`config.mk`:
```
export PLATFORM = sky130hd
export DESIGN_NAME = tail_light_ctrl_flat
export DESIGN_NICKNAME = d
export VERILOG_FILES = /design/src/rtl/tail_light_ctrl_if.sv /design/src/rtl/tail_light_ctrl.sv /design/src/flat_wrapper.sv
export SDC_FILE = /design/constraint.sdc
export NUM_CORES = 1
export LEC_CHECK = 0
export ABC_AREA = 1
export CAP_MARGIN = 0
export CORE_ASPECT_RATIO = 0.75
export CORE_MARGIN = 4
export CORE_UTILIZATION = 30
export DETAILED_ROUTE_END_ITERATION = 6
export PLACE_DENSITY = 0.64
export SKIP_CTS_REPAIR_TIMING = 1
export SYNTH_ARGS = -nofsm -noshare
export SYNTH_HDL_FRONTEND = slang
export SYNTH_SLANG_ARGS = --single-unit
export TNS_END_PERCENT = 5
```
`constraint.sdc`:
```
create_clock -name clk -period 1.8 [get_ports clk]
set_input_delay 0.54 -clock clk [delete_from_list [all_inputs] [get_ports clk]]
set_output_delay 0.54 -clock clk [all_outputs]
set_load 0.005 [all_outputs]
```
`src/rtl/tail_light_ctrl_if.sv`:
```
// Switch/timer/lamp bundle for the tail-light sequencer.
// The master side drives requests and ticks; the slave side returns clear, lamps and status.
interface tail_light_ctrl_if #(
  parameter int SEQ_W = 8
);
  logic             left;
  logic             right;
  logic             haz;
  logic             tick;
  logic             timer_clear;
  logic [5:0]       lights;
  logic             active;
  logic [SEQ_W-1:0] seq_count;

  modport master (
    output left, right, haz, tick,
    input  timer_clear, lights, active, seq_count
  );

  modport slave (
    input  left, right, haz, tick,
    output timer_clear, lights, active, seq_count
  );
endinterface

```
`src/rtl/tail_light_ctrl.sv`:
```
// Thunderbird tail-light sequencer: lamps/active/seq_count update one clk after the decision cycle.
// No backpressure; timer_clear is a same-cycle Mealy output to restart the step timer.
module tail_light_ctrl #(
  parameter bit GAP_EN = 1'b1,
  parameter int SEQ_W  = 8
) (
  input  logic              clk,
  input  logic              reset,
  tail_light_ctrl_if.slave  bus
);

  typedef enum logic [3:0] {
    IDLE, L1, L2, L3, R1, R2, R3, LR3, GAP
  } state_t;

  state_t           state, state_nx;
  logic [5:0]       lights_q, lights_nx;
  logic             active_q;
  logic [SEQ_W-1:0] seq_q;
  logic             seq_inc;
  logic             hz, lf, rt;
  logic             in_seq;

  assign hz = bus.haz | (bus.left & bus.right);
  assign lf = bus.left & ~hz;
  assign rt = bus.right & ~hz;

  // Only the directional patterns can be preempted; LR3 and GAP ignore hz.
  assign in_seq = (state == L1) || (state == L2) || (state == L3) ||
                  (state == R1) || (state == R2) || (state == R3);

  always_comb begin
    state_nx        = state;
    seq_inc         = 1'b0;
    bus.timer_clear = reset;
    case (state)
      IDLE: begin
        if (hz) begin
          state_nx        = LR3;
          bus.timer_clear = 1'b1;
        end else if (lf) begin
          state_nx        = L1;
          bus.timer_clear = 1'b1;
        end else if (rt) begin
          state_nx        = R1;
          bus.timer_clear = 1'b1;
        end
      end
      L1:  if (bus.tick) state_nx = L2;
      L2:  if (bus.tick) state_nx = L3;
      R1:  if (bus.tick) state_nx = R2;
      R2:  if (bus.tick) state_nx = R3;
      L3, R3, LR3: begin
        if (bus.tick) begin
          if (GAP_EN) begin
            state_nx = GAP;
          end else begin
            state_nx = IDLE;
            seq_inc  = 1'b1;
          end
        end
      end
      GAP: begin
        if (bus.tick) begin
          state_nx = IDLE;
          seq_inc  = 1'b1;
        end
      end
      default: state_nx = IDLE;
    endcase
    // Preemption overrides any tick-driven step in the same cycle.
    if (in_seq && hz) begin
      state_nx        = LR3;
      seq_inc         = 1'b0;
      bus.timer_clear = 1'b1;
    end
  end

  always_comb begin
    lights_nx = 6'b000000;
    case (state_nx)
      L1:      lights_nx = 6'b001000;
      L2:      lights_nx = 6'b011000;
      L3:      lights_nx = 6'b111000;
      R1:      lights_nx = 6'b000100;
      R2:      lights_nx = 6'b000110;
      R3:      lights_nx = 6'b000111;
      LR3:     lights_nx = 6'b111111;
      default: lights_nx = 6'b000000;
    endcase
  end

  always_ff @(posedge clk) begin
    if (reset) begin
      state    <= IDLE;
      lights_q <= 6'b000000;
      active_q <= 1'b0;
      seq_q    <= '0;
    end else begin
      state    <= state_nx;
      lights_q <= lights_nx;
      active_q <= (state_nx != IDLE);
      if (seq_inc) seq_q <= seq_q + 1'b1;
    end
  end

  assign bus.lights    = lights_q;
  assign bus.active    = active_q;
  assign bus.seq_count = seq_q;

endmodule

```
`src/flat_wrapper.sv`:
```
// flat-port wrapper written by rule: the top's interface ports become plain ports
module tail_light_ctrl_flat 
#(
  parameter bit GAP_EN = 1'b1,
  parameter int SEQ_W  = 8
)
  (clk, reset, bus_left, bus_right, bus_haz, bus_tick, bus_timer_clear, bus_lights, bus_active, bus_seq_count);
  tail_light_ctrl_if #(.SEQ_W(SEQ_W)) bus_i ();
  input  logic clk;
  input  logic reset;
  input wire logic [$bits(bus_i.left)-1:0] bus_left;
  input wire logic [$bits(bus_i.right)-1:0] bus_right;
  input wire logic [$bits(bus_i.haz)-1:0] bus_haz;
  input wire logic [$bits(bus_i.tick)-1:0] bus_tick;
  output wire logic [$bits(bus_i.timer_clear)-1:0] bus_timer_clear;
  output wire logic [$bits(bus_i.lights)-1:0] bus_lights;
  output wire logic [$bits(bus_i.active)-1:0] bus_active;
  output wire logic [$bits(bus_i.seq_count)-1:0] bus_seq_count;
  assign bus_i.left = bus_left;
  assign bus_i.right = bus_right;
  assign bus_i.haz = bus_haz;
  assign bus_i.tick = bus_tick;
  assign bus_timer_clear = bus_i.timer_clear;
  assign bus_lights = bus_i.lights;
  assign bus_active = bus_i.active;
  assign bus_seq_count = bus_i.seq_count;
  tail_light_ctrl #(.GAP_EN(GAP_EN), .SEQ_W(SEQ_W)) u_core (.clk(clk), .reset(reset), .bus(bus_i));
endmodule
```
==> results.sh, run 1 <==
export IMPL_outcome="completed"
export IMPL_synth_nets=146
export IMPL_setup_worst_path_end_class="output pin"
export IMPL_drt_total_wl_um=2270
export IMPL_ios=22
export IMPL_cp_start_kind="primary input"
export IMPL_tightest_slew_ns=0.331
export IMPL_netlist_instances=139
export IMPL_avgSynthCellArea_um2=6.71
export IMPL_synth_cell_types=18
export IMPL_yosysTopAreaCellShare=0.408
export IMPL_finalSetupViolCount=0
export IMPL_cts_root_buf="clkbuf_8"
export IMPL_stdcell_area_um2=1380
export IMPL_synth_compound_area_share=0.0899
export IMPL_yosysWarnings=0
export IMPL_port_buffers=21
export IMPL_layout_commonest_cell="nand2_1"
export IMPL_final_fill_count=296
export IMPL_synthTopCellsByArea="dfxtp_1 (41%), nand2_1 (14%), nor2_1 (8.1%), inv_1 (7.7%), a21oi_1 (7.0%)"
export IMPL_initial_core_util=0.315
export IMPL_multi_input_area_um2=477
export IMPL_ys_seq_area_frac=0.408
export IMPL_holdWs_ns=0.505
export IMPL_grt_pass1_wl_um=3840
export IMPL_rsz0062_at_grt="true"
export IMPL_dr_pass1_iters=4
export IMPL_min_period_ns=1.76
export IMPL_cp_max_fo=3
export IMPL_dp_hpwl_um=1870
export IMPL_fin_crit_sh=0.977
export IMPL_p_total_mw=1.29
export IMPL_cap_violations=0
export IMPL_path_class="primary input to output pin"
export IMPL_cts_htree_levels=1
export IMPL_clk_pin_slew_ns=0.07
export IMPL_crit_arrival_ns=1.22
export IMPL_slew_headroom=0.779
export IMPL_seq_area_um2=383
export IMPL_met1_length_um=1050
export IMPL_antenna_found_initial=0
export IMPL_clkSinkCount=19
export IMPL_place_area_um2=1320
export IMPL_area_growth_pct=47.8
export IMPL_synth_top_cell_by_area="dfxtp_1"
export IMPL_syn_cell_area_um2=932
export IMPL_drtIter0Drc=41
export IMPL_core_area_um2=2960
export IMPL_cts_tree="built"
export IMPL_gp_congestion=0.817
export IMPL_nets=189
export IMPL_grt_pass1_vias=894
export IMPL_synthAdderAreaFrac=0.0134
export IMPL_fmax_mhz=569
export IMPL_die_area_um2=4070
export IMPL_chipHeight_um=56.3
export IMPL_synth_top_family_by_area="simple AND/OR/NAND/NOR gates"
export IMPL_wl_met2_um=1040
export IMPL_ant_nets=0
export IMPL_final_cell_mix="nand2_1 (33), nor2_1 (20), buf_4 (18), inv_1 (17), dfxtp_1 (17)"
export IMPL_clock_skew_ns=0.00124
export IMPL_ir_worst_vdd_v=0.000598
export IMPL_grt_util_all_layers=0.120
export IMPL_route_detailed_drc=0
export IMPL_numCtsBuffers=3
export IMPL_synthXorXnorAreaFrac=0.0188
export IMPL_fin_setup_tns_ns=0
export IMPL_grt_start_max_net_pins=11
export IMPL_synth_simple_area_share=0.377
export IMPL_required_ns=1.26
export IMPL_drt_vias_per_instance=4.59
export IMPL_antennaDiodeCount=0
export IMPL_top_layer="met3"
export IMPL_cts_buffer_depth=2
export IMPL_vias=1006
export IMPL_num_rows=17
export IMPL_power_density_nw_per_um2=934
export IMPL_synth_seq_cells=19
export IMPL_hold_viol_final=0
export IMPL_drv_slew=0
export IMPL_grt_overflow=0
export IMPL_dr_wl_met3_um=183
export IMPL_die_w_um=72.4
export IMPL_hp_class="flip-flop to flip-flop"
export IMPL_wl_per_cell_um=10.4
export IMPL_synth_mux_area_frac=0
export IMPL_p_leak_nw=0.675
export IMPL_clock_latency_ns=0.25
export IMPL_drive_above_1_share=0.215
stage by stage:
stage / instances / utilization / worst slack, ns
2_1_floorplan: 139 / - / 0.199
3_3_place_gp: 215 / 0.447 / -0.730
3_5_place_dp: 215 / 0.447 / -0.791
4_1_cts: 219 / 0.462 / -0.802
5_1_grt: 219 / 0.466 / -0.0399
6_report: 219 / 0.466 / 0.0421
cells in the mapped netlist:
cell / count
a21oi_1: 13
dfxtp_1: 19
o21ai_0: 2
nand2_1: 34
ha_1: 1
inv_1: 19
clkbuf_1: 1
nor2_1: 20
inv_2: 3
o311ai_0: 1
nand2_2: 2
nor3_1: 3
nor2_2: 2
nand3_2: 2
xnor2_1: 2
nand3_1: 12
nor3_4: 1
nand4_1: 2
sequential cells by signal (all words and copies together), names as in the netlist:
| signal | count |
|---|---|
| u_core.bus.lights | 6 |
| u_core.bus.active | 1 |
| u_core.bus.seq_count | 8 |
| u_core.state | 4 |
final cells by class:
cell class | instances | share of cell area
Multi-Input combinational cell | 97 | 0.346
Inverter | 22 | 0.0599
Tap cell | 38 | 0.0345
Clock buffer | 4 | 0.0327
Sequential cell | 19 | 0.278
Timing Repair Buffer | 39 | 0.249
worst paths after layout:
check / from / endpoint / slack [ns] / cells after the start
max: bus_left / bus_timer_clear / 0.04 / 6
min: u_core.bus.seq_count[7]$_SDFFE_PP0P_ / u_core.bus.seq_count[7]$_SDFFE_PP0P_ / 0.51 / 2
max reg2reg: u_core.state[1]$_SDFF_PP0_ / u_core.bus.seq_count[4]$_SDFFE_PP0P_ / 0.32 / 9
min reg2reg: u_core.bus.seq_count[7]$_SDFFE_PP0P_ / u_core.bus.seq_count[7]$_SDFFE_PP0P_ / 0.51 / 2
critical path, stage by stage:
cell	delay (ns)
dlymetal6s2s_1	0.14
nand2_2	0.09
a21oi_2	0.14
nand3_2	0.08
o311ai_1	0.07
buf_2	0.16
report_power, final:
part	internal, mW	total [mW]	leakage (nW)	switching (mW)
clock network	0.157	0.288	0.0228	0.131
registers	0.482	0.506	0.157	0.0240
logic	0.246	0.493	0.495	0.247
total	0.885	1.29	0.675	0.402
metal layers:
layer,up-vias,global-route usage
met1,455,0.162
met3,0,0.0501
met2,30,0.175
li1,521,-
met5,-,0
met4,0,0.0322
logic make-up after synthesis:
| kind of cell | Yosys count |
|---|---|
| AND/OR/NAND/NOR | 78 |
| buffers and inverters | 23 |
| flip-flops | 19 |
| AO/OA/AOI/OAI | 16 |
| XOR/XNOR | 2 |
| adder cells (fa/ha/maj) | 1 |
No activity file was read; power rests on OpenSTA's default activity.
==> run 2: changes to the inputs <==
--- a/config.mk
+++ b/config.mk
@@ -13,6 +13,7 @@
 export DETAILED_ROUTE_END_ITERATION = 6
 export PLACE_DENSITY = 0.64
 export SKIP_CTS_REPAIR_TIMING = 1
+export SLEW_MARGIN = 5
 export SYNTH_ARGS = -nofsm -noshare
 export SYNTH_HDL_FRONTEND = slang
 export SYNTH_SLANG_ARGS = --single-unit
==> results of run 2 <==
The final DEF is identical to that of run 1; final timing and power are the same.
==> run 3: changes to the inputs <==
--- a/config.mk
+++ b/config.mk
@@ -8,7 +8,7 @@
 export ABC_AREA = 1
 export CAP_MARGIN = 0
 export CORE_ASPECT_RATIO = 0.75
-export CORE_MARGIN = 4
+export CORE_MARGIN = 10
 export CORE_UTILIZATION = 30
 export DETAILED_ROUTE_END_ITERATION = 6
 export PLACE_DENSITY = 0.64
==> results.sh, run 3 (synthesis results as in run 1) <==
export IMPL_drtIter0Drc=52
export IMPL_cts_tree="built"
export IMPL_tightest_slew_ns=0.337
export IMPL_fin_crit_sh=1.01
export IMPL_failed_checks="negative setup slack"
export IMPL_clock_latency_ns=0.25
export IMPL_ios=22
export IMPL_port_buffers=21
export IMPL_multi_input_area_um2=482
export IMPL_dr_pass1_iters=4
export IMPL_drt_total_wl_um=2370
export IMPL_fmax_mhz=552
export IMPL_cts_buffer_depth=2
export IMPL_final_util=0.466
export IMPL_cp_slowest_stage_delay_ns=0.17
export IMPL_intPower_uw=881
export IMPL_clkPwrFrac=0.222
export IMPL_cp_num_buf_inv=2
export IMPL_crit_slowest_cell="a21oi_2"
export IMPL_vias=945
export IMPL_final_cell_mix="nand2_1 (33), nor2_1 (18), inv_1 (17)"
export IMPL_clkSinkCount=19
export IMPL_cp_start_kind="primary input"
export IMPL_pwr_share_seq=0.396
export IMPL_setup_worst_path_end_class="output pin"
export IMPL_antennaDiodeCount=0
export IMPL_drive_above_1_share=0.218
export IMPL_cp_cell_sequence="dlymetal6s2s_1, nand2_2, a21oi_2, nand3_2, o311ai_1, buf_2"
export IMPL_num_rows=17
export IMPL_slew_headroom=0.774
export IMPL_chipHeight_um=68.3
export IMPL_cp_max_fo=3
export IMPL_ant_nets=0
export IMPL_grt_overflow=0
export IMPL_ir_worst_vdd_v=0.000516
export IMPL_cts_htree_levels=1
export IMPL_switchingPower_uw=397
export IMPL_p_leak_nw=0.674
export IMPL_outcome="finished, violations left"
export IMPL_clock_skew_ns=0.00203
export IMPL_pwr_share_comb=0.382
export IMPL_fin_setup_tns_ns=-0.0124
export IMPL_numCtsBuffers=3
export IMPL_area_growth_pct=47.7
export IMPL_grt_start_max_net_pins=11
export IMPL_dp_hpwl_um=1890
export IMPL_antenna_found_initial=0
export IMPL_core_area_um2=2960
export IMPL_cts_root_buf="clkbuf_8"
export IMPL_hold_viol_final=0
export IMPL_path_depth=6
export IMPL_path_class="primary input to output pin"
export IMPL_layout_commonest_cell="nand2_1"
export IMPL_rsz0062_at_grt="true"
export IMPL_power_density_nw_per_um2=928
export IMPL_required_ns=1.26
export IMPL_grt_pass1_wl_um=3880
export IMPL_min_period_ns=1.81
export IMPL_wl_per_cell_um=10.9
export IMPL_die_w_um=84.4
export IMPL_finalSetupViolCount=1
export IMPL_clk_pin_slew_ns=0.06
export IMPL_grt_util_all_layers=0.0811
export IMPL_worstHoldPathCells=2
export IMPL_crit_arrival_ns=1.27
export IMPL_grt_pass1_vias=871
export IMPL_gp_congestion=0.866
export IMPL_seq_area_um2=384
export IMPL_die_area_um2=5760
export IMPL_cap_violations=0
export IMPL_layout_setup_ws_ns=-0.0124
export IMPL_largest_reg_flops=8
export IMPL_hp_class="flip-flop to flip-flop"
export IMPL_nets=187
export IMPL_netSwitchingFraction=0.310
export IMPL_reg2reg_depth=9
export IMPL_cp_top_family="buffers and inverters"
export IMPL_drv_slew=0
export IMPL_drt_vias_per_instance=4.35
export IMPL_final_fill_count=292
export IMPL_ff2ff_setup_slack_ns=0.30
export IMPL_route_detailed_drc=0
export IMPL_initial_core_util=0.315
[run 3: final timing paths]
check | start | to
max | bus_right | bus_timer_clear
min | u_core.bus.seq_count[6]$_SDFFE_PP0P_ | u_core.bus.seq_count[6]$_SDFFE_PP0P_
max reg2reg | u_core.state[1]$_SDFF_PP0_ | u_core.bus.seq_count[4]$_SDFFE_PP0P_
min reg2reg | u_core.bus.seq_count[6]$_SDFFE_PP0P_ | u_core.bus.seq_count[6]$_SDFFE_PP0P_
[run 3: cell type report]
cell class / instances / share of cell area
clock buffers: 4 / 0.0327
flip-flops and latches: 19 / 0.279
multi-input cells: 97 / 0.350
inverters: 22 / 0.0600
well taps: 38 / 0.0345
repair buffers: 37 / 0.244
[run 3: per-layer routing]
metal | vias to the layer above | global-route usage | wire length [um]
met1 | 398 | 0.0941 | 1110
met4 | 0 | 0.0246 | 26
met5 | - | 0 | 0
met2 | 24 | 0.133 | 1070
li1 | 521 | - | -
met3 | 2 | 0.0380 | 164
[run 3: worst register-to-register path, stage by stage, from the launching register on]
cell and delay [ns]:
dfxtp_2 0.34, nor2_4 0.11, nand2_2 0.07, buf_4 0.15
nor3_4 0.32, nand3_2 0.13, nor2_2 0.11, nand2_1 0.06
nand2_1 0.07, nor2_1 0.04
[run 3: per-stage QoR]
step                std cells  area (um2)  hold WS (ns)  total power [mW]  worst slack, ns
floorplan                 139         932         0.486             0.744            0.199
global placement          213        1310         0.488             0.989           -0.741
detailed placement        213        1310         0.492             0.993           -0.776
CTS                       217        1350         0.501              1.28           -0.784
global route              217        1380         0.525              1.38          -0.0929
finish                    217        1380         0.498              1.28          -0.0124
[run 3: power groups by stage]
stage / sequential (mW) / clock [mW] / combinational [mW]
5_1_grt: 0.512 / 0.316 / 0.548
2_1_floorplan: 0.523 / 0 / 0.221
6_report: 0.506 / 0.284 / 0.488
3_3_place_gp: 0.509 / 0 / 0.480
4_1_cts: 0.502 / 0.292 / 0.485
3_5_place_dp: 0.511 / 0 / 0.482
==> patch 1, RTL diff (flow settings as in run 3) <==
`GAP_EN` is set to 1'b1 in 2 places; all go to 1'b0.
--- a/src/rtl/tail_light_ctrl.sv
+++ b/src/rtl/tail_light_ctrl.sv
@@ -2,5 +2,5 @@
 // No backpressure; timer_clear is a same-cycle Mealy output to restart the step timer.
 module tail_light_ctrl #(
-  parameter bit GAP_EN = 1'b1,
+  parameter bit GAP_EN = 1'b0,
   parameter int SEQ_W  = 8
 ) (
--- a/src/flat_wrapper.sv
+++ b/src/flat_wrapper.sv
@@ -2,5 +2,5 @@
 module tail_light_ctrl_flat 
 #(
-  parameter bit GAP_EN = 1'b1,
+  parameter bit GAP_EN = 1'b0,
   parameter int SEQ_W  = 8
 )
Behaviour: not the same (Yosys sat finds a counterexample within 4 cycles, from zero or initial values and one cycle with reset high).
==> patch 1 against run 3 <==
Die area is 4.1% higher. Sequential cell count is the same. Critical path depth decreased by 1. Synthesized area grew 5.6%. Power is 3.3% higher. Critical endpoint unchanged. Worst hold slack got worse by 0.030 ns. Setup slack better by 0.032 ns. Sequential share of layout area is 1.3 points lower. Routed wire length rose by 11%. Largest cell class unchanged. Via count rose by 12%. Final area increased by 5.3%. Final cell count is 4.6% higher. Utilization is 1.1 points higher.
==> patch 1: results (changes against run 3) <==
| Metric | Value |
|---|---|
| Antenna violations before repair | `0 (unchanged)` |
| Net Count, Synth | `152 (+4.1%)` |
| Worst skew pair latency | `0.25 ns (about the same)` |
| Gr usage total | `8.71% (+0.60 points)` |
| Most Used Layer, Global Route | `met2` |
| Seq area share | `26.6% (-1.3 points)` |
| Top cells by count, synth | `nand2_1 (33), inv_1 (21), dfxtp_1 (19), nor2_1 (17), nand3_1 (14)` |
| Largest net degree at the start of global routing | `11 (unchanged)` |
| Slew margin rel. | `81.9% (+4.5 points)` |
| Non-CTS buffers | `41 (+11%)` |
| Number of fill cells | `305 (+4.5%)` |
| Max Cap Viol | `0 (unchanged)` |
| Leakage | `0.701 nW (+4.1%)` |
| Number of global-route vias before repair | `956 (+9.8%)` |
| Layout Cells excl Fill | `227 (+4.6%)` |
| Worst EP arrival | `1.24 ns (-0.03 ns)` |
| Share of cells above drive strength 1 | `21.7% (-0.095 points)` |
| Clock buf/inv share | `3.11% (-0.16 points)` |
| Clock buffer depth | `2 (unchanged)` |
| Ant diodes | `0 (unchanged)` |
| Wire per inst | `11.5 µm (+5.7%)` |
| PortBufs | `21 (unchanged)` |
| Initial DRC Count | `92 (+77%)` |
| Crit path max fanout | `3 (unchanged)` |
| Grt met2 use | `13.7% (+0.42 points)` |
| Net Sw Power | `0.000428 W (+8.0%)` |
| FFs & Latches | `19 (unchanged)` |
| Met3 Usage GRT | `2.58% (-1.2 points)` |
| Synth Flop Type | `dfxtp_1` |
| Final #Nets | `197 (+5.3%)` |
| Ys async rst share | `0% (unchanged)` |
| Data buffer area share | `25.2% (+0.85 points)` |
| Register area share after synthesis | `38.6% (-2.2 points)` |
| Multi-input gate share of total cell area | `36.1% (+1.1 points)` |
| Mean post-synth cell area | `6.79 µm² (+1.3%)` |
| Post-DP HPWL | `2140 µm (+13%)` |
| Wire length on met1 | `1190 µm (+7.2%)` |
| Placer Congestion | `0.892 (+3.0%)` |
| Placed insts | `224 (+5.2%)` |
| Met3 WL | `176 µm (+7.3%)` |
| First-pass GRT wire length | `4460 µm (+15%)` |
| Cell variety after synth | `23 (+5)` |
| Outcome | `complete, no violations` |
| Via count | `1061 (+12%)` |
| Max Used Layer | `met4` |
| Root Buffer | `clkbuf_8` |
| Clock skew | `0.00115 ns (-0.000884 ns)` |
| GRT met1 Usage | `11.2% (+1.8 points)` |
| Reg clk slew, reported paths | `0.07 ns` |
| Synth area leaders | `dfxtp_1 (39%), nand2_1 (13%), inv_1 (8.0%), nand3_1 (7.1%), nor2_1 (6.5%)` |
| Met2 wire length | `1230 µm (+15%)` |
| Comb_multi_in | `103 (+6.2%)` |
| Max VDD drop | `0.000327 V (-37%)` |
patch 1: critical path, stage by stage:
cell	delay, ns
dlymetal6s2s_1	0.14
buf_4	0.14
o31ai_1	0.18
nand3_1	0.11
buf_2	0.14
patch 1: final timing paths:
kind                                        start                                    to  slack, ns  cells after the start
max reg2reg            u_core.state[2]$_SDFF_PP0_  u_core.bus.seq_count[2]$_SDFFE_PP0P_       0.26                      8
min reg2reg  u_core.bus.seq_count[3]$_SDFFE_PP0P_  u_core.bus.seq_count[3]$_SDFFE_PP0P_       0.47                      1
max                                      bus_left                       bus_timer_clear       0.02                      5
min          u_core.bus.seq_count[3]$_SDFFE_PP0P_  u_core.bus.seq_count[3]$_SDFFE_PP0P_       0.47                      1
patch 1: kinds of logic after synthesis:
| group | Yosys count | share of synthesized area, % |
|---|---|---|
| AO/OA/AOI/OAI | 20 | 10.5 |
| flip-flops | 19 | 38.6 |
| buffers and inverters | 23 | 8.77 |
| adder cells (fa/ha/maj) | 1 | 1.27 |
| XOR/XNOR | 3 | 2.67 |
| AND/OR/NAND/NOR | 79 | 38.1 |
patch 1: power groups by stage:
stage / sequential [W] / combinational (W) / clock [W]
2_1_floorplan: 0.000521 / 0.000248 / 0
3_3_place_gp: 0.000519 / 0.000519 / 0
3_5_place_dp: 0.000520 / 0.000517 / 0
4_1_cts: 0.000510 / 0.000520 / 0.000302
5_1_grt: 0.000520 / 0.000585 / 0.000324
6_report: 0.000512 / 0.000517 / 0.000291
patch 1: per-stage QoR:
step	cell area [µm²]	utilization, %	total power (W)	worst slack (ns)
floorplan	985	-	0.000769	0.198
global placement	1400	45.9	0.00104	-0.632
detailed placement	1400	45.9	0.00104	-0.683
CTS	1440	47.4	0.00133	-0.690
global route	1450	47.6	0.00143	-0.00968
finish	1450	47.6	0.00132	0.0199
==> patch 2, RTL diff (settings of run 3) <==
Made on the original files. Reset style: asynchronous (`reset`), changed in one clocked block.
--- a/src/rtl/tail_light_ctrl.sv
+++ b/src/rtl/tail_light_ctrl.sv
@@ -91,5 +91,5 @@
   end
 
-  always_ff @(posedge clk) begin
+  always_ff @(posedge clk or posedge reset) begin
     if (reset) begin
       state    <= IDLE;
Function: differs if reset is asserted again (counterexample within 4 cycles, from zero or initial values and one cycle with reset high); with reset held inactive, the same outputs for 10 cycles.
==> patch 2 against run 3 <==
Maximum frequency increased by 3.1%. Final area up 13%. Utilization up 0.35 points. Non-clock buffer count is 8 higher. Setup slack gained 0.054 ns. Synthesized area up 12%. Via count up 4.8%. Register-to-register slack got worse by 0.12 ns. Routed wire length rose by 10%. Sequential cell count unchanged. Critical path type is now register to primary output. Largest cell class unchanged.
Power is not compared: it rests on default switching activity, and its combinational part moved more than twofold at a synthesized area within 25%.
==> patch 2: results (changes against run 3) <==
| Metric | Value |
|---|---|
| Number of fill cells | `317 (+8.6%)` |
| Wire per inst | `12.1 µm (+11%)` |
| Worst r2r dst | `u_core.bus.active$_DFF_PP0_` |
| Final #Nets | `184 (-1.6%)` |
| Register area share after synthesis | `45.5% (+4.6 points)` |
| Mean post-synth cell area | `8.17 µm² (+22%)` |
| Synth area leaders | `dfrtp_1 (45%), nand2_1 (13%), inv_1 (5.4%), nand3_1 (4.8%), nor2_1 (3.9%)` |
| Hold Path Class | `input port to asynchronous set/reset pin` |
| Post-DP HPWL | `2120 µm (+12%)` |
| Met2 wire length | `1330 µm (+25%)` |
| Crit path max fanout | `5 (+2)` |
| Top cells by count, synth | `nand2_1 (37), dfrtp_1 (19), inv_1 (15), nor2_1 (11), nand3_1 (10)` |
| Placed insts | `212 (-0.47%)` |
| Net Count, Synth | `135 (-7.5%)` |
| Largest net degree at the start of global routing | `20 (+9)` |
| R2r startpoint | `u_core.state[1]$_DFF_PP0_` |
| First-pass GRT wire length | `4460 µm (+15%)` |
| Cell variety after synth | `25 (+7)` |
| Reg2Reg Depth | `10 (+1)` |
| Initial DRC Count | `34 (-35%)` |
| Via count | `990 (+4.8%)` |
| Layout Cells excl Fill | `216 (-0.46%)` |
| Outcome | `complete, no violations` |
| Ys async rst share | `100% (+100 points)` |
| R2R setup slack | `0.18 ns (-0.12 ns)` |
| Clock skew | `0.00436 ns (+0.00233 ns)` |
[patch 2: cell types whose count changed after synthesis, sizes merged, moves of 2 or more]
cell | before | now
a21oi | 13 | 3
dfrtp | 0 | 19
dfxtp | 19 | 0
inv | 22 | 20
nand2 | 36 | 39
nand3 | 14 | 11
nand4 | 2 | 7
nor2 | 22 | 13
nor3 | 4 | 2
xnor2 | 2 | 4
xor2 | 0 | 3
[patch 2: cell families (layout without fill, tap and decap cells)]
family / count (synthesis) / count (layout) / share of synthesized area, %
AO/OA/AOI/OAI: 8 / 8 / 4.67
AND/OR/NAND/NOR: 72 / 72 / 33.6
flip-flops: 19 / 19 / 45.5
adder cells (fa/ha/maj): 1 / 1 / 1.20
XOR/XNOR: 7 / 7 / 6.58
buffers and inverters: 21 / 69 / 8.49
[patch 2: final cells by class]
type | instances | area (µm²) | share of cell area, %
Multi-Input combinational cell | 88 | 503 | 32.4
Sequential cell | 19 | 478 | 30.8
Timing Repair Buffer | 45 | 399 | 25.7
Inverter | 20 | 77.6 | 5.00
Tap cell | 40 | 50.0 | 3.22
Clock buffer | 4 | 45.0 | 2.90
[patch 2: routing by layer]
layer / vias up / track usage, %
li1: 497 / -
met1: 456 / 9.51
met2: 31 / 14.8
met3: 6 / 2.40
met4: 0 / 3.83
met5: - / 0
[patch 2: critical path, stage by stage (launching register included)]
cell	delay, ns
dfrtp_1	0.43
buf_4	0.16
nor2_4	0.09
nand2_4	0.05
nand4_2	0.07
nand2_1	0.05
clkbuf_2	0.11
[patch 2: power groups by stage]
stage	combinational, W	sequential (W)	clock (W)
floorplan	0.000654	0.000699	0
global placement	0.00130	0.000688	0
detailed placement	0.00134	0.000687	0
CTS	0.00135	0.000681	0.000291
global route	0.00152	0.000715	0.000316
finish	0.00137	0.000691	0.000283
[patch 2: worst max path at each step]
stage                              startpoint         endpoint  slack [ns]  cells past startpoint
floorplan                            bus_left  bus_timer_clear        0.32                      4
global placement                    bus_right  bus_timer_clear       -0.58                      6
detailed placement                   bus_left  bus_timer_clear       -0.65                      6
CTS                                  bus_left  bus_timer_clear       -0.65                      6
global route        u_core.state[0]$_DFF_PP0_  bus_timer_clear       -0.04                      6
finish              u_core.state[2]$_DFF_PP0_  bus_timer_clear        0.04                      6
[patch 2: per-stage QoR]
step	setup TNS (ns)	setup slack (ns)	instance area [µm²]	power (W)
finish	0	0.0414	1550	0.00234
global placement	-1.55	-0.582	1480	0.00199
floorplan	0	0.323	1050	0.00135
global route	-0.0369	-0.0369	1550	0.00255
detailed placement	-2.37	-0.651	1480	0.00203
CTS	-0.651	-0.651	1520	0.00232
